### src/rtl/tape_reader_pkg.sv
// Shared types and helpers for the burst-mode tape reader.
package tape_reader_pkg;

    localparam int WORD_BYTES = 4;

    typedef enum logic [1:0] {
        IDLE,
        REQ,
        RECV,
        FLUSH
    } state_t;

    // DDR holds the tape image little-endian; playback wants the bytes reversed.
    function automatic logic [31:0] byte_swap(input logic [31:0] d);
        return {d[7:0], d[15:8], d[23:16], d[31:24]};
    endfunction

endpackage

### src/rtl/tape_sync_fifo.sv
// Single-clock show-ahead FIFO with registered head word, sync clear and occupancy.
module tape_sync_fifo #(
    parameter int DEPTH = 64,
    parameter int WIDTH = 32,
    localparam int AW = $clog2(DEPTH),
    localparam int CW = AW + 1
) (
    input  logic             clk,
    input  logic             reset,
    input  logic             clear,
    input  logic             wr_en,
    input  logic [WIDTH-1:0] wr_data,
    input  logic             rd_en,
    output logic [WIDTH-1:0] rd_data,
    output logic             empty,
    output logic [CW-1:0]    count
);

    logic [WIDTH-1:0] mem [DEPTH];
    logic [AW-1:0]    wr_ptr;
    logic [AW-1:0]    rd_ptr;
    logic [AW-1:0]    rd_ptr_nxt;
    logic [CW-1:0]    remain;
    logic             pop;

    // A word written this edge only reaches the head register one edge later.
    assign pop        = rd_en && !empty;
    assign rd_ptr_nxt = rd_ptr + AW'(pop);
    assign remain     = count - CW'(pop);

    always_ff @(posedge clk) begin
        if (wr_en)
            mem[wr_ptr] <= wr_data;
    end

    always_ff @(posedge clk) begin
        if (reset || clear) begin
            wr_ptr  <= '0;
            rd_ptr  <= '0;
            count   <= '0;
            empty   <= 1'b1;
            rd_data <= '0;
        end else begin
            wr_ptr <= wr_ptr + AW'(wr_en);
            rd_ptr <= rd_ptr_nxt;
            count  <= count + CW'(wr_en) - CW'(pop);
            empty  <= (remain == '0);
            if (remain != '0)
                rd_data <= mem[rd_ptr_nxt];
        end
    end

    always_ff @(posedge clk) begin
        if (!reset && !clear && wr_en)
            assert (count != CW'(DEPTH));
    end

endmodule

### src/rtl/tape_burst_reader.sv
// Burst prefetcher streaming a tape image from DDR into a show-ahead FIFO.
// Define TAPE_READER_BYTE_SWAP_EN to byte-reverse each beat before buffering.
module tape_burst_reader
    import tape_reader_pkg::*;
#(
    parameter logic [31:0] BASE_ADDR   = 32'h1F500000,
    parameter int          BURST_WORDS = 16,
    parameter int          FIFO_DEPTH  = 64,
    localparam int         CW          = $clog2(FIFO_DEPTH) + 1
) (
    input  logic          clk,
    input  logic          reset,
    input  logic          restart,
    output logic [31:0]   mst_addr,
    output logic [11:0]   mst_length,
    output logic          mst_rd_req,
    output logic          mst_type,
    output logic          mst_rd_dst_rdy_n,
    input  logic          cmd_ack,
    input  logic [31:0]   mst_rd_d,
    input  logic          mst_rd_src_rdy_n,
    input  logic          rd_en,
    output logic [31:0]   rd_data,
    output logic          empty,
    output logic [CW-1:0] count_in_buf,
    output logic          data_valid
);

    localparam int          BW          = $clog2(BURST_WORDS + 1);
    localparam logic [31:0] BURST_BYTES = 32'(BURST_WORDS * WORD_BYTES);

    state_t        state, state_nxt;
    logic [31:0]   cur_addr, cur_addr_nxt;
    logic [BW-1:0] beats, beats_nxt;
    logic [CW-1:0] free;
    logic [31:0]   wr_data;
    logic          beat, last, wr_en, clear;

    assign beat = !mst_rd_src_rdy_n && (state == RECV || state == FLUSH);
    assign last = beat && (beats == BW'(1));
    assign free = CW'(FIFO_DEPTH) - count_in_buf - CW'(beats);

`ifdef TAPE_READER_BYTE_SWAP_EN
    assign wr_data = byte_swap(mst_rd_d);
`else
    assign wr_data = mst_rd_d;
`endif

    always_comb begin
        state_nxt    = state;
        cur_addr_nxt = cur_addr;
        beats_nxt    = beats;
        wr_en        = 1'b0;
        clear        = 1'b0;
        if (beat)
            beats_nxt = beats - BW'(1);
        case (state)
            IDLE: begin
                if (restart) begin
                    clear        = 1'b1;
                    cur_addr_nxt = BASE_ADDR;
                end else if (free >= CW'(BURST_WORDS)) begin
                    state_nxt = REQ;
                end
            end
            REQ: begin
                if (restart) begin
                    clear        = 1'b1;
                    cur_addr_nxt = BASE_ADDR;
                    state_nxt    = IDLE;
                end else if (cmd_ack) begin
                    beats_nxt = BW'(BURST_WORDS);
                    state_nxt = RECV;
                end
            end
            RECV: begin
                wr_en = beat && !restart;
                if (restart) begin
                    // Beats still owed by the bridge are swallowed in FLUSH.
                    clear        = 1'b1;
                    cur_addr_nxt = BASE_ADDR;
                    state_nxt    = last ? IDLE : FLUSH;
                end else if (last) begin
                    cur_addr_nxt = cur_addr + BURST_BYTES;
                    state_nxt    = IDLE;
                end
            end
            FLUSH: begin
                if (restart) begin
                    clear        = 1'b1;
                    cur_addr_nxt = BASE_ADDR;
                end
                if (last)
                    state_nxt = IDLE;
            end
            default: state_nxt = IDLE;
        endcase
    end

    always_ff @(posedge clk) begin
        if (reset) begin
            state            <= IDLE;
            cur_addr         <= BASE_ADDR;
            beats            <= '0;
            mst_rd_req       <= 1'b0;
            mst_type         <= 1'b0;
            mst_rd_dst_rdy_n <= 1'b1;
        end else begin
            state            <= state_nxt;
            cur_addr         <= cur_addr_nxt;
            beats            <= beats_nxt;
            mst_rd_req       <= (state_nxt == REQ);
            mst_type         <= (state_nxt == REQ);
            mst_rd_dst_rdy_n <= !(state_nxt == RECV || state_nxt == FLUSH);
        end
    end

    assign mst_addr   = cur_addr;
    assign mst_length = 12'(BURST_WORDS * WORD_BYTES);
    assign data_valid = !empty;

    tape_sync_fifo #(
        .DEPTH(FIFO_DEPTH),
        .WIDTH(32)
    ) u_fifo (
        .clk    (clk),
        .reset  (reset),
        .clear  (clear),
        .wr_en  (wr_en),
        .wr_data(wr_data),
        .rd_en  (rd_en),
        .rd_data(rd_data),
        .empty  (empty),
        .count  (count_in_buf)
    );

endmodule

### config.mk
export PLATFORM = sky130hd
export DESIGN_NAME = tape_burst_reader
export DESIGN_NICKNAME = d
export VERILOG_FILES = /design/src/rtl/tape_reader_pkg.sv /design/src/rtl/tape_sync_fifo.sv /design/src/rtl/tape_burst_reader.sv
export SDC_FILE = /design/constraint.sdc
export NUM_CORES = 2
export LEC_CHECK = 0
export CAP_MARGIN = 20
export CORE_UTILIZATION = 55
export CTS_CLUSTER_DIAMETER = 80
export DETAILED_ROUTE_END_ITERATION = 7
export PLACE_DENSITY_LB_ADDON = 0.1
export SLEW_MARGIN = 20
export SYNTH_ARGS = -nofsm -noshare
export SYNTH_HDL_FRONTEND = slang
export SYNTH_HIERARCHICAL = 1
export SYNTH_SLANG_ARGS = --single-unit
### constraint.sdc
create_clock -name clk -period 4.1 [get_ports clk]
set_input_delay 0.82 -clock clk [delete_from_list [all_inputs] [get_ports clk]]
set_output_delay 0.82 -clock clk [all_outputs]
set_load 0.03 [all_outputs]
After elaboration in Yosys (flattened, before gate mapping) --
Memories as Yosys holds them, arrays and structs flattened. A register that Yosys moved wholly into a read port is not among the register bits. Index checks and enable logic that the tools add are counted.
Storage, ports and cells: word-level logic and storage cells 67, input port bits 38, register bits after elaboration 61, memories kept 1, RAM bits 2048, output and inout bits 88, memory bits (read-only) 0, bits in latches 0
Memories:
- u_fifo.mem | words 64, width 32, rd ports 1, clocked after Yosys merged registers in 1, wr ports 1, line tape_sync_fifo.sv:19 | logic [WIDTH-1:0] mem [DEPTH];
Cells by class: div/mod/pow operators 0, mux-type cells 21, eq/ne operators 9, multiply operators 0, shifts and indexed selects 0, reduce and logical (&&, ||, !) cells 17, $add $sub $neg 9, bitwise gates (word level) 0, $lt $le $gt $ge 1
Operator list (number):
- 32-bit 2-to-1 mux | 3
- 32-bit case mux with 2 select lines | 1
- 32-bit by 7-bit adder with 32-bit output, second input constant | 1
- 5-bit 2-to-1 mux | 4
- 2-bit 2-to-1 mux | 7
- 7-bit by 1-bit subtractor with 7-bit output | 2
- 6-bit by 1-bit adder with 6-bit output | 2
- 2-bit == test, second input constant | 4
- 2-bit case mux with 4 select lines | 1
- 7-bit by 1-bit adder with 7-bit output | 1
- 7-bit by 5-bit >= comparator with 1-bit output, second input constant | 1
- 7-bit logical NOT | 1
- 7-bit nonzero test | 1
- 7-bit by 5-bit subtractor with 7-bit output | 1
- 7-bit subtractor, first input constant | 1
- 5-bit by 1-bit == test with 1-bit output, second input constant | 1
- 1-bit 2-to-1 mux | 5
- 5-bit by 1-bit subtractor with 5-bit output, second input constant | 1
- 2-bit by 1-bit == test with 1-bit output, second input constant | 2
- 1-bit logical AND | 4
- 1-bit logical NOT | 4
- 4-bit OR reduction | 1
- 1-bit logical OR | 3
- 3-bit inequality test, second input constant | 1
- other kinds (4) | 4

Depth between registers and ports, before layout --
word-level depth 10, gate-level depth with buffers 15, mapped depth without buffers 11

Cells and area by module --
The synthesis kept the hierarchy.
By module, submodules not included:
- tape_sync_fifo | area each 81184.1 um^2, instances 1, cells each 5820, sequential area each 62540.0 um^2
- tape_burst_reader | area each 2224.6 um^2, instances 1, cells each 271, sequential area each 700.7 um^2

Least setup slack after synthesis --
Ideal clock, no wire load.
path type in2reg, start input restart, end memory u_fifo.mem[62][0], enable pin, buffers on the path 1, path slack 0.285 ns, required time 3.679 ns, data arrival time 3.394 ns, library setup time 0.421 ns, cell stages on the path 5, path through clkbuf_1 nor3_1 nor2b_1 nand3_1 nor2_1
On the way: cells in the longest elaborated chain, start to end 5
RTL lines:
- from (decl) | line tape_burst_reader.sv:13 | input logic restart,
- 1-bit logical NOT | line tape_burst_reader.sv:77 | wr_en = beat && !restart;
- 1-bit logical AND | line tape_burst_reader.sv:77
- 1-bit 2-to-1 mux | line tape_burst_reader.sv:57 | case (state)
- named net wr_en | line tape_burst_reader.sv:37 | logic beat, last, wr_en, clear;
- 1-bit 2-to-1 mux | line tape_sync_fifo.sv:32 | if (wr_en)
- 1-bit 2-to-1 mux (not written as such) | line tape_sync_fifo.sv:33 | mem[wr_ptr] <= wr_data;
- to (decl) | line tape_sync_fifo.sv:19
The timed path passes the listed nets, and every way through them passes these cells.

Worst setup path in the final report --
start input rd_en, end register u_fifo.rd_data[28] (read register of u_fifo.mem)
On the way: cells in the longest elaborated chain, start to end 3, elaborated cells between the ends (all ways) 4, those cells by class add/sub: 2; reduce/logical: 2
RTL lines:
- from (decl) | line tape_burst_reader.sv:22 | input logic rd_en,
- 1-bit logical AND (*) | line tape_sync_fifo.sv:27 | assign pop = rd_en && !empty;
- 7-bit by 1-bit subtractor with 7-bit output | line tape_sync_fifo.sv:29 | assign remain = count - CW'(pop);
- 7-bit nonzero test | line tape_sync_fifo.sv:48 | if (remain != '0)
- to (decl) | line tape_sync_fifo.sv:14 | output logic [WIDTH-1:0] rd_data,
Every way passes the cells marked *; elsewhere a longest branch is shown, timed or not. A chain may end at the register's enable or synchronous reset.

==> flow_summary.toml <==
[logic_synthesis]
synth.avg_cell_area_um2 = 13.7
syn_inst = 6091
part_of_the_yosys_area_used_for_sequential_elements_pct = 75.8
share_of_the_synthesized_area_in_the_top_cell_type_pct = 73.7
synth.lib_cells_used.distinct = 69
synth_top_flop_cell = "sky130_fd_sc_hd__edfxtp_1"
yosys_warnings = 6
postSynthRegisterBits = 2135
synth.top_cells.by_area = "sky130_fd_sc_hd__edfxtp_1 74%, sky130_fd_sc_hd__nand2_1 7.8%, sky130_fd_sc_hd__nand3_1 3.9%, sky130_fd_sc_hd__mux2i_1 2.4%, sky130_fd_sc_hd__dfxtp_1 2.1%"
synth_edf_count = 2048
most_area_hungry_cell_type_in_the_yosys_netlist = "sky130_fd_sc_hd__edfxtp_1"
synthArstFlopShare_pct = 0
synth.cell_area_mm2 = 0.0834

[detailed_routing]
detailroute.via_count = 53291
drt_pre_antenna_iters = 7
drc_violations = 0
vias_per_cell = 6.16
starting_drt_drc_count = 5794
final_antenna_net_count = 0
average_wire_length_per_cell_after_detail_routing_um = 27.3
totalWireLength_mm = 236

[power_and_ir_drop]
vdd.ir_drop.worst_v = 0.000597
p_per_area_mw_per_mm2 = 514
static-leakage-power_nw = 33.6
total_power_mw = 50.0

[job]
max_cap_viol_count = 0

[global_routing]
overflow = 0
antenna_found_initial = 7
grt_pass1_vias = 50931
overall_global_routing_usage_pct = 30.9
grt-busiest-layer = "met2"
grt_max_degree = 65
grt_pass1_wl_mm = 343
met2_track_demand_over_resource_in_global_routing_pct = 48.4
met1_usage_pct = 44.7
grt_util_met3_pct = 4.91

[clock_tree]
post_cts_resized = 0
worst_skew_pair.late_latency_ps = 850
cts.path.max_buffers = 3
numCtsBuffers = 209
clock_tree.htree_level_count = 4
clkSlewWorstSetupHoldPaths_ps = 60
postCtsHoldBufs = 0
post-cts-setup-buffer-count = 0
clock-sinks = 2135
cts_root_buffer = "sky130_fd_sc_hd__clkbuf_16"
cts_tree = "built"

[placed_design]
half_perimeter_wire_length_after_detailed_placement_mm = 140
count_of_port_buffers_added_during_placement = 107
place.gp.congestion = 0.838

[setup_path]
req_time_crit_path_ps = 4810
critical_path_class = "in2reg"
startpoint_type = "input pin"
worst_path_arrival_ps = 4090
critPathMaxFanout = 26
worst_setup_path_end_kind = "flip-flop"

[floorplan]
design.portCount = 126
core_area_mm2 = 0.150
initial_util_pct = 55.6
die-area_mm2 = 0.153
die_h_um = 391
die_width_um = 391
num_rows = 142

[final_layout]
area_growth_syn_to_fin_pct = 16.6
register_area_mm2 = 0.0632
final_util_pct = 64.8
final_nets = 6531
mostFrequentLayoutCells = "2,048 x sky130_fd_sc_hd__edfxtp_1, 1,728 x sky130_fd_sc_hd__nand2_1, 657 x sky130_fd_sc_hd__nand3_1, 328 x sky130_fd_sc_hd__buf_4, 213 x sky130_fd_sc_hd__clkbuf_16"
most_common_library_cell_in_the_layout_ignoring_fill_and_taps = "sky130_fd_sc_hd__edfxtp_1"
multi_input_comb_area_mm2 = 0.0189
post_route_cells_drive_above_1_share_pct = 13.0
nFillCells = 10807
antennaDiodeCount = 0

[sta]
tightest_slew_ps = 1080
timing.final.crit_share_pct = 82.5
slew-limit-headroom_pct = 27.7
finClkSkew_ps = 37.8
hold_viol_final = 0
timing.final.crit_period_ps = 3380
setup_viol = 0
rsz_0062_raised_after_global_routing = "false"
final-max-slew-violation-count = 0
max_freq_mhz = 296

[run_status]
run_status = "finished clean"

[min_path]
worst_hold_class = "in2reg"
## metal layers
layer  share of wire [%]  routed length, um  up-vias
met2                  47             111000     2635
met4                 3.0               7100       10
met5               0.028                 66        -
met3                 9.2              21800      411
li1                    -                  -    23365
met1                  41              96400    26870
## cells in the mapped netlist, drive strengths merged, types with 16 or more instances
master	count
mux2i	196
o211ai	25
a2111o	25
nor2	106
ha	31
inv	30
a31oi	195
xnor2	16
edfxtp	2048
nand2	1729
nor3	44
a21oi	62
clkbuf	201
buf	197
o21ai	47
dfxtp	87
nand4	77
a32oi	192
nand3	658
## where the power goes
group | internal [mW] | leakage [nW] | switching, mW
Sequential | 24.0 | 19.1 | 0.298
Combinational | 2.34 | 11.2 | 4.35
Clock | 10.9 | 3.33 | 8.11
Total | 37.2 | 33.6 | 12.8
## path summary, 6_finish.rpt
path,start,endpoint,slack (ps),depth (start not counted)
max,rd_en,u_fifo/rd_data[28],720,16
min reg2reg,mst_addr[31],mst_addr[31],480,2
min,mst_rd_d[13],u_fifo/mem[29][13],390,1
max reg2reg,u_fifo/rd_ptr[0],u_fifo/rd_data[28],830,14
## worst max-delay path, stage by stage
cell and delay (ps):
sky130_fd_sc_hd__clkdlybuf4s50_1 500, sky130_fd_sc_hd__nor2b_1 210, sky130_fd_sc_hd__and2_1 180, sky130_fd_sc_hd__ha_1 190, sky130_fd_sc_hd__xnor2_1 130, sky130_fd_sc_hd__buf_4 180
sky130_fd_sc_hd__nor2b_4 210, sky130_fd_sc_hd__buf_12 250, sky130_fd_sc_hd__buf_12 250, sky130_fd_sc_hd__buf_4 160, sky130_fd_sc_hd__buf_4 110, sky130_fd_sc_hd__nand3_1 70
sky130_fd_sc_hd__a31oi_1 160, sky130_fd_sc_hd__a21oi_1 70, sky130_fd_sc_hd__o21ai_1 470, sky130_fd_sc_hd__nand2_1 90
## layout make-up
cell class,instances,share of cell area (%)
multi-input combinational,3544,19.5
inverter,30,0.116
timing repair buffer,540,5.82
clock inverter,125,1.24
sequential,2135,65.0
clock buffer,258,5.73
tap,2016,2.59
## kinds of logic (layout without fill, tap and decap cells)
logic type | after synthesis | count (layout) | share of synthesized area (%)
other | 2 | 18 | 0.00900
and+or+nand+nor | 2685 | 2685 | 13.7
DFF | 2135 | 2135 | 75.8
AOI/OAI and AO/OA | 584 | 584 | 5.08
xor gates and xnor gates | 28 | 28 | 0.326
muxes | 196 | 196 | 2.35
adders and majority gates | 33 | 33 | 0.513
buffers and inverters | 428 | 953 | 2.22
## stage by stage
step           cells  setup TNS (ps)  instance area, um2  hold WS, ps  worst slack, ps
2_1_floorplan   6107               0               83500          462              285
3_3_place_gp    8260            -452               90300          462             -168
3_5_place_dp    8260            -373               90300          474             -150
4_1_cts         8643               0               97100          425              758
5_1_grt         8648               0               97200          382              590
6_report        8648               0               97200          394              718
## state kept, by name, indices dropped and copies added, names as in the netlist
name              count
beats                 5
mst_addr             26
mst_rd_dst_rdy_n      1
mst_type              1
state                 2
u_fifo/count          7
u_fifo/empty          1
u_fifo/mem         2048
u_fifo/rd_data       32
u_fifo/rd_ptr         6
u_fifo/wr_ptr         6
No activity file was read; power rests on OpenSTA's default activity.
